`src/rtl/phase_sequencer_ctrl.sv`:
```
// Phase sequencer and control decoder for the 16-bit SIMPLE-style core.
// Optional single-step input enabled by defining SINGLE_STEP_EN.
module phase_sequencer_ctrl #(
    parameter int INSTR_W  = 16,
    parameter int MEM_WAIT = 0,
    parameter int MUX_W    = 8
) (
    input  logic               clk,
    input  logic               rst_n,
    input  logic               exec,
`ifdef SINGLE_STEP_EN
    input  logic               step,
`endif
    input  logic [INSTR_W-1:0] instr,
    input  logic               flag_s,
    input  logic               flag_z,
    input  logic               flag_c,
    input  logic               flag_v,
    output logic [2:0]         phase,
    output logic               running,
    output logic               halted,
    output logic               ir_e,
    output logic               pc_e,
    output logic               ar_e,
    output logic               br_e,
    output logic               dr_e,
    output logic               mdr_e,
    output logic               flags_e,
    output logic               genr_w,
    output logic               mem_rd,
    output logic               mem_w,
    output logic [3:0]         alu_op,
    output logic [MUX_W-1:0]   m_sel,
    output logic               branch_taken
);

    localparam logic [2:0] P0 = 3'd0;
    localparam logic [2:0] P1 = 3'd1;
    localparam logic [2:0] P2 = 3'd2;
    localparam logic [2:0] P3 = 3'd3;
    localparam logic [2:0] P4 = 3'd4;

    localparam logic [1:0] LP_WAIT = 2'(MEM_WAIT);

    logic [2:0] r_phase;
    logic       r_run;
    logic       r_halt;
    logic       r_stop;
    logic       r_bt;
    logic [1:0] r_wait;

    logic [1:0] w_op;
    logic [2:0] w_sub;
    logic [2:0] w_cnd;
    logic [3:0] w_fn;
    logic       w_ld, w_st, w_li, w_b, w_bc;
    logic       w_a, w_alu, w_cmp, w_sh, w_in, w_out, w_hlt;
    logic       w_mem, w_wr, w_cond, w_take;
    logic [7:0] w_msel;
    logic       w_unused;

    assign w_op  = instr[15:14];
    assign w_sub = instr[13:11];
    assign w_cnd = instr[10:8];
    assign w_fn  = instr[7:4];

    assign w_ld  = (w_op == 2'b00);
    assign w_st  = (w_op == 2'b01);
    assign w_li  = (w_op == 2'b10) && (w_sub == 3'b000);
    assign w_b   = (w_op == 2'b10) && (w_sub == 3'b100);
    assign w_bc  = (w_op == 2'b10) && (w_sub == 3'b111) && !w_cnd[2];
    assign w_a   = (w_op == 2'b11);
    assign w_alu = w_a && (w_fn <= 4'd6);
    assign w_cmp = w_a && (w_fn == 4'd5);
    assign w_sh  = w_a && (w_fn[3:2] == 2'b10);
    assign w_in  = w_a && (w_fn == 4'd12);
    assign w_out = w_a && (w_fn == 4'd13);
    assign w_hlt = w_a && (w_fn == 4'd15);

    assign w_mem = w_ld | w_st | w_in | w_out;
    assign w_wr  = (w_alu & ~w_cmp) | w_sh | w_in | w_ld | w_li;

    // Decode ignores instr[3:0], upper IR bits and the carry flag.
    assign w_unused = ^{instr, flag_c};

    always_comb begin
        w_cond = 1'b0;
        unique case (w_cnd[1:0])
            2'b00: w_cond = flag_z;
            2'b01: w_cond = flag_s ^ flag_v;
            2'b10: w_cond = flag_z | (flag_s ^ flag_v);
            2'b11: w_cond = !flag_z;
            default: w_cond = 1'b0;
        endcase
    end

    assign w_take = w_b | (w_bc & w_cond);

    always_ff @(posedge clk or negedge rst_n) begin
        if (!rst_n) begin
            r_phase <= P0;
            r_run   <= 1'b0;
            r_halt  <= 1'b0;
            r_stop  <= 1'b0;
            r_bt    <= 1'b0;
            r_wait  <= 2'd0;
        end else if (!r_run) begin
            r_phase <= P0;
            r_wait  <= 2'd0;
            r_bt    <= 1'b0;
            if (!r_halt) begin
                if (exec) begin
                    r_run  <= 1'b1;
                    r_stop <= 1'b0;
                end
`ifdef SINGLE_STEP_EN
                // A step is a run with the stop already requested.
                else if (step) begin
                    r_run  <= 1'b1;
                    r_stop <= 1'b1;
                end
`endif
            end
        end else begin
            if (exec) r_stop <= 1'b1;
            unique case (r_phase)
                P0: r_phase <= P1;
                P1: r_phase <= P2;
                P2: begin
                    r_phase <= P3;
                    r_bt    <= w_take;
                end
                P3: begin
                    if (w_mem && (r_wait != LP_WAIT)) begin
                        r_wait <= r_wait + 2'd1;
                    end else begin
                        r_wait  <= 2'd0;
                        r_phase <= P4;
                    end
                end
                P4: begin
                    r_phase <= P0;
                    r_bt    <= 1'b0;
                    if (w_hlt) begin
                        r_run  <= 1'b0;
                        r_halt <= 1'b1;
                        r_stop <= 1'b0;
                    end else if (r_stop || exec) begin
                        r_run  <= 1'b0;
                        r_stop <= 1'b0;
                    end
                end
                default: r_phase <= P0;
            endcase
        end
    end

    always_comb begin
        ir_e    = 1'b0;
        pc_e    = 1'b0;
        ar_e    = 1'b0;
        br_e    = 1'b0;
        dr_e    = 1'b0;
        mdr_e   = 1'b0;
        flags_e = 1'b0;
        genr_w  = 1'b0;
        mem_rd  = 1'b0;
        mem_w   = 1'b0;
        w_msel  = 8'd0;
        if (r_run) begin
            unique case (r_phase)
                P0: begin
                    mem_rd    = 1'b1;
                    ir_e      = 1'b1;
                    pc_e      = 1'b1;
                    w_msel[0] = 1'b1;
                end
                P1: begin
                    ar_e      = w_alu | w_out;
                    br_e      = w_alu | w_sh | w_ld | w_st;
                    w_msel[1] = w_sh | w_ld | w_st;
                end
                P2: begin
                    dr_e      = w_alu | w_sh | w_ld | w_st | w_b | w_bc;
                    flags_e   = w_alu | w_sh;
                    w_msel[2] = w_b | w_bc;
                end
                P3: begin
                    mem_rd    = w_ld | w_in;
                    mdr_e     = w_ld | w_in;
                    mem_w     = w_st;
                    w_msel[5] = w_st;
                    w_msel[6] = w_in;
                end
                P4: begin
                    genr_w    = w_wr;
                    pc_e      = (w_b | w_bc) & r_bt;
                    w_msel[3] = w_ld | w_in;
                    w_msel[4] = w_wr & ~w_ld;
                    w_msel[7] = w_li;
                end
                default: ;
            endcase
        end
    end

    assign phase        = r_phase;
    assign running      = r_run;
    assign halted       = r_halt;
    assign branch_taken = r_bt;
    assign alu_op       = (r_run && w_a) ? w_fn : 4'd0;
    assign m_sel        = MUX_W'(w_msel);

endmodule

```
`config.mk`:
```
export PLATFORM = sky130hd
export DESIGN_NAME = phase_sequencer_ctrl
export DESIGN_NICKNAME = d
export VERILOG_FILES = /design/src/rtl/phase_sequencer_ctrl.sv
export SDC_FILE = /design/constraint.sdc
export NUM_CORES = 1
export LEC_CHECK = 0
export BUFFER_PORTS_ARGS = -buffer_cell sky130_fd_sc_hd__clkbuf_2
export CORE_MARGIN = 2
export CORE_UTILIZATION = 45
export CTS_CLUSTER_SIZE = 40
export DETAILED_ROUTE_END_ITERATION = 10
export PLACE_DENSITY = 0.85
export SYNTH_ARGS = -nofsm -noshare
export SYNTH_HDL_FRONTEND = slang
export SYNTH_SLANG_ARGS = --single-unit
```
`constraint.sdc`:
```
create_clock -name clk -period 3.43 [get_ports clk]
set_input_delay 0.1715 -clock clk [delete_from_list [all_inputs] [get_ports clk]]
set_output_delay 0.1715 -clock clk [all_outputs]
set_load 0.01 [all_outputs]
```
==> results of run 1 <==
[worst min-delay path, cell delays in order]
cell and delay, ns:
clkbuf_2 0.10, nand2b_1 0.09, o2bb2ai_1 0.07
[routing by layer]
metal | up-vias | part of all wire
li1 | 460 | -
met1 | 419 | 0.46
met2 | 34 | 0.48
met3 | 0 | 0.063
met4 | 0 | 0
met5 | - | 0
[worst min path at each step]
stage	start	to	slack, ns	depth (start not counted)
6_report	exec	running$_DFF_PN0_	0.23	3
5_1_grt	exec	running$_DFF_PN0_	0.24	3
4_1_cts	exec	running$_DFF_PN0_	0.22	3
3_5_place_dp	rst_n	phase[0]$_DFFE_PN0P_	0.04	1
3_3_place_gp	rst_n	phase[0]$_DFFE_PN0P_	0.04	1
2_1_floorplan	rst_n	branch_taken$_DFFE_PN0P_	-0.12	0
[placed cells by master, fill, tap and decap left out, types with 2 or more instances in the layout]
cell / n
nand3_1: 2
a211oi_1: 2
nor3_1: 4
nand2b_1: 3
inv_1: 4
o21ai_0: 2
xnor2_1: 2
nand4_1: 2
clkbuf_4: 3
clkbuf_2: 45
and3_1: 6
o21ai_1: 3
a21oi_1: 3
nor2b_1: 3
nor2_1: 14
nand2_1: 15
o21a_1: 3
dfrtp_1: 9
[where the power goes]
group	internal (W)	total, W	switching (W)	leakage [nW]
logic	0.000136	0.000319	0.000183	0.418
registers	0.000138	0.000195	0.0000570	0.113
clock network	0.0000447	0.0000796	0.0000349	0.0150
[stage by stage]
stage	cells	total power (W)	util
6_report	173	0.000594	0.617
2_1_floorplan	105	0.000413	-
3_3_place_gp	168	0.000506	0.596
4_1_cts	173	0.000602	0.617
3_5_place_dp	168	0.000519	0.596
5_1_grt	173	0.000648	0.617
[state kept, by name, summed over array words and instances (netlist names)]
register,flops
halted,1
running,1
phase,3
r_wait,2
r_stop,1
branch_taken,1
[logic make-up after synthesis]
logic type / after synthesis / synth area share
and+or+nand+nor: 58 / 0.378
AOI/OAI and AO/OA: 23 / 0.219
buffers and inverters: 11 / 0.0805
DFF: 9 / 0.274
xor gates and xnor gates: 2 / 0.0213
muxes: 1 / 0.0122
adders and majority gates: 1 / 0.0152
[layout make-up]
| cell class | count | area [um^2] |
|---|---|---|
| fillers | 181 | 662 |
| repair buffers | 46 | 235 |
| flip-flops and latches | 9 | 225 |
| inverters | 4 | 15.0 |
| well taps | 25 | 31.3 |
| multi-input cells | 85 | 532 |
| clock buffers | 4 | 26.3 |
[what timing repair did]
action,CTS,global route
setup endpoints to repair,0,0
hold endpoints to repair,9,0
hold buffers,1,0
==> metrics, run 1 <==
hold slack 0.229 ns; post-synth top area share 0.274; fin crit share 0.573; grt ovf 0; Post-Syn Nets 129; Routed Antenna Nets 0; post-route cell area 0.00106 mm^2; Routability Congestion 0.866; post-cts gate resize count 0; largest net degree at the start of global routing 18; FF-to-FF path depth 4; post-synthesis cell area 823 um^2; Initial Utilization 0.477; met1 usage 0.278; M2 GR Usage 0.321; HPWL Detailed 1710 um; count of flip-flops with a built-in enable after synthesis 0; setup violators final 0; pre-CTS setup slack between 1.5 and 2 ns; status completed; stages on the worst setup path 4; drc violations 0; clk sink count 9; CTS tree built; Max Cap Viol 0; Inserted Diodes 0; Slew @ Worst Pin roughly 0.48 ns; final wirelength 2050 um; setup slack, reg-to-reg 2.00 ns; first-pass GRT wire length 3150 um; CTS root buffer clkbuf_4; postcts setup bufs 0; Critical Path Max Stage Delay ~0.64 ns; RSZ-0062 raised after global routing false; Worst-Skew Late Latency ~0.25 ns; DP Area around 0.0010 mm^2; asr flop ratio synth 1.00; worst min path class input pin to flop; router iterations before antenna repair 4; top post-synthesis cells by area dfrtp_1 27%, nand2_1 6.8%, nor2_1 6.4%; critical path buffer and inverter count 1; Synth area leader dfrtp_1; #FFs+latches synth 9; FF-to-FF End branch_taken$_DFFE_PN0P_; number of CTS-inserted buffers 3; tightest slew margin relative to the limit 0.682; Worst setup EP type output port; GR Util met3 0.0115; setup ws final 1.46 ns; cells along the critical path nor2b_1 -> nand3_1 -> nor3_1 -> clkbuf_2; number of global-route vias before repair about 750; crit path capture mem_w; worst-path fanout max 17; CTS H-tree lvls 1; Final Hold Viols 0; setup_tns 0 ns; Most Used Layer, Global Route met2; beginning of the worst register-to-register path running$_DFF_PN0_; Buffers on Ports 45; # IOs 51; Critical Path Start Type flop; DIE WIDTH 46.8 um; Worst path slowest cell dfrtp_1; CTS Buffer Depth 2; WP data arrival 1.79 ns; syn_area_per_cell a little under 8 um^2; CP delay by family, top simple AND/OR/NAND/NOR gates; Area Growth Syn to Fin 29.3%; Peak VDD IR 0.526 mV; Mapped Cells 105; fin nets around 170; core area 0.00173 mm^2; GRT Total Usage 0.197; minimum clock period a little under 2 ns; Critical Path Start running$_DFF_PN0_; Slew Viols, Final 0; FMAX about 0.51 GHz; FP Rows 15; most frequent cell after synthesis nand2_1; clk_skew 0.00143 ns; Synth Flop Type dfrtp_1; per-cell routed wire length roughly 12 um; clk slew on worst S/H paths approximately 0.06 ns; LEAKAGE 0.546 nW; Die ar. 0.00219 mm^2; Unique masters post-synth 41; 1st-iter DRT viols 24; required time of the critical path 3.26 ns; fraction of layout cells with a size suffix above 1 0.378; Seq/Total Area, Yosys 0.274; PwrDens around 560 mW/mm^2; via-per-instance ratio between 5 and 6; yosys warns 0; kind of critical path flop to output port; Die Height 46.8 um; initial antenna violation count 0; most common library cells after synthesis 15 x nand2_1, 14 x nor2_1, 9 x dfrtp_1; routed vias 913
No activity file was read; power rests on OpenSTA's default activity.
==> inputs of run 2 (changes only) <==
--- a/config.mk
+++ b/config.mk
@@ -7,10 +7,10 @@
 export LEC_CHECK = 0
 export BUFFER_PORTS_ARGS = -buffer_cell sky130_fd_sc_hd__clkbuf_2
 export CORE_MARGIN = 2
-export CORE_UTILIZATION = 45
+export CORE_UTILIZATION = 42
 export CTS_CLUSTER_SIZE = 40
 export DETAILED_ROUTE_END_ITERATION = 10
-export PLACE_DENSITY = 0.85
+export PLACE_DENSITY = 0.8
 export SYNTH_ARGS = -nofsm -noshare
 export SYNTH_HDL_FRONTEND = slang
 export SYNTH_SLANG_ARGS = --single-unit
==> constraint.sdc (replaced) <==
create_clock -name clk -period 1.85 [get_ports clk]
set_input_delay 0.0925 -clock clk [delete_from_list [all_inputs] [get_ports clk]]
set_output_delay 0.0925 -clock clk [all_outputs]
set_load 0.01 [all_outputs]
==> metrics, run 2 (same netlist as run 1, synthesis figures left out) <==
Routability Congestion 0.788 (-9.0%); status completed; Hold Crit Depth 3 (unchanged); clk_skew 0.00159 ns (+0.000150 ns); setup slack, reg-to-reg 0.54 ns (-1.46 ns); tightest slew margin relative to the limit 0.798 (+0.115); Most Used Layer, Global Route met2; Critical Path Start Type flop; clk sink count 9 (unchanged); DIE WIDTH 48.3 um (+3.2%); GRT Total Usage 0.201 (+0.00440); worst min path class input pin to flop; Worst path slowest cell dfrtp_1; commonest non-fill, non-tap cell in the layout clkbuf_2; Final Non-Filler Cells 176 (+1.7%); Worst setup EP type output port; Sw Share 0.464 (+0.000612); Final Hold Viols 0 (unchanged); fin nets 174 (+0.58%); grt ovf 0 (unchanged); Critical Path Start phase[1]$_DFFE_PN0P_; CTS root buffer clkbuf_4; Worst-Skew Late Latency 0.25 ns (about the same); Hold Crit Endpoint running$_DFF_PN0_; via-per-instance ratio 5.21 (-1.3%); fraction of layout cells with a size suffix above 1 0.383 (+0.00417); CTS tree built; number of global-route vias before repair 805 (+7.9%); initial antenna violation count 0 (unchanged); CTS Buffer Depth 2 (unchanged); core area 0.00190 mm^2 (+10%); Die ar. 0.00233 mm^2 (+6.5%); Max Cap Viol 0 (unchanged); per-cell routed wire length 11.8 um (-0.12%); GR Util met3 0.0704 (+0.0588); PwrDens 1040 mW/mm^2 (+87%); met1 usage 0.237 (-0.0413); 1st-iter DRT viols 17 (-29%); Inserted Diodes 0 (unchanged); switching pwr 0.000519 W (+89%); Initial Utilization 0.433 (-0.0439); CTS H-tree lvls 1 (unchanged); RSZ-0062 raised after global routing false; Routed Antenna Nets 0 (unchanged); setup_tns 0 ns (unchanged); FMAX 0.596 GHz; fin crit share 0.907; Clk pwr share 0.133 (about the same); hold_sp exec; router iterations before antenna repair 4 (unchanged); required time of the critical path 1.76 ns (-1.50 ns); placed cells 171 (+1.8%); most frequent cells in the layout 45 x clkbuf_2, 15 x nand2_1, 14 x nor2_1, 9 x dfrtp_1, 6 x and3_1; Die Height 48.3 um (+3.2%); Critical Path Max Stage Delay 0.47 ns (-0.17 ns); FP Rows 16 (+1); Buffers on Ports 45 (unchanged); Peak VDD IR 0.675 mV (+28%); first-pass GRT wire length 3240 um (+3.1%); beginning of the worst register-to-register path phase[1]$_DFFE_PN0P_; worst-path fanout max 9 (-8); Slew @ Worst Pin 0.304 ns (-0.173 ns); postcts setup bufs 0 (unchanged); FF-to-FF End running$_DFF_PN0_; Internal 0.000600 W (+88%); largest net degree at the start of global routing 11 (-7); # IOs 51 (unchanged); HPWL Detailed 1700 um (-0.86%); Power Total 0.00112 W (+88%); minimum clock period 1.68 ns; drc violations 0 (unchanged); number of CTS-inserted buffers 3 (unchanged); Logic pwr share 0.553 (+0.016); WP data arrival 1.59 ns (-0.20 ns); cells along the critical path nor2_2 -> nand3_1 -> a31oi_2 -> and2b_1 -> clkbuf_2; post-route cell area 0.00107 mm^2 (+0.94%); Slew Viols, Final 0 (unchanged); DP Area 0.00104 mm^2 (+0.97%); clk slew on worst S/H paths 0.06 ns (about the same); Seq pwr share 0.314 (-0.015); Area Growth Syn to Fin 30.5%; kind of critical path flop to output port; M2 GR Usage 0.350 (+0.0295); setup violators final 0 (unchanged); routed vias 917 (+0.44%); final wirelength 2080 um (+1.6%); hold slack 0.140 ns (-0.0886 ns); FF-to-FF path depth 4 (unchanged); LEAKAGE 0.550 nW (+0.77%); max FFs per register 3 (unchanged)
run 2: changes by cell type in the layout (fill, tap and decap cells not counted), sizes merged:
cell / before / now
buf: 0 / 1
run 2: what timing repair did:
item                                   CTS  global route
hold buffers                             1             0
endpoints found under the hold margin    9             0
resized for setup                        0             0
run 2: power by group through the flow:
stage / combinational (W) / clock [W] / sequential, W
global placement: 0.000599 / 0 / 0.000350
floorplan: 0.000447 / 0 / 0.000319
detailed placement: 0.000624 / 0 / 0.000352
finish: 0.000619 / 0.000148 / 0.000351
CTS: 0.000628 / 0.000152 / 0.000350
global route: 0.000688 / 0.000170 / 0.000367
run 2: how the worst max path moves through the flow:
stage,to,slack (ns),cells after the start
CTS,m_sel[4],0.18,5
global route,ar_e,0.03,4
finish,m_sel[4],0.17,5
detailed placement,m_sel[4],0.46,5
floorplan,m_sel[5],0.42,4
global placement,ar_e,0.48,4
run 2: critical path, delay by kind of cell, from the launching register on:
kind	cells	cell delay (ns)
AOI/OAI and AO/OA	1	0.18
buffers and inverters	1	0.13
DFF	1	0.47
and+or+nand+nor	3	0.55
run 2: cell type report:
class	count	area, um^2
timing repair buffer	47	243
sequential	9	225
multi-input combinational	85	532
clock buffer	4	26.3
tap	27	33.8
inverter	4	15.0
fill	198	827
run 2: stage by stage:
step / setup WS, ns / util
floorplan: 0.415 / -
global placement: 0.478 / 0.546
detailed placement: 0.459 / 0.546
CTS: 0.180 / 0.565
global route: 0.0275 / 0.565
finish: 0.172 / 0.565
run 2: routing by layer:
layer	share of wire	wire [um]
met1	0.45	932
met3	0.061	126
met4	0.0058	12
met2	0.48	1010
met5	0	0
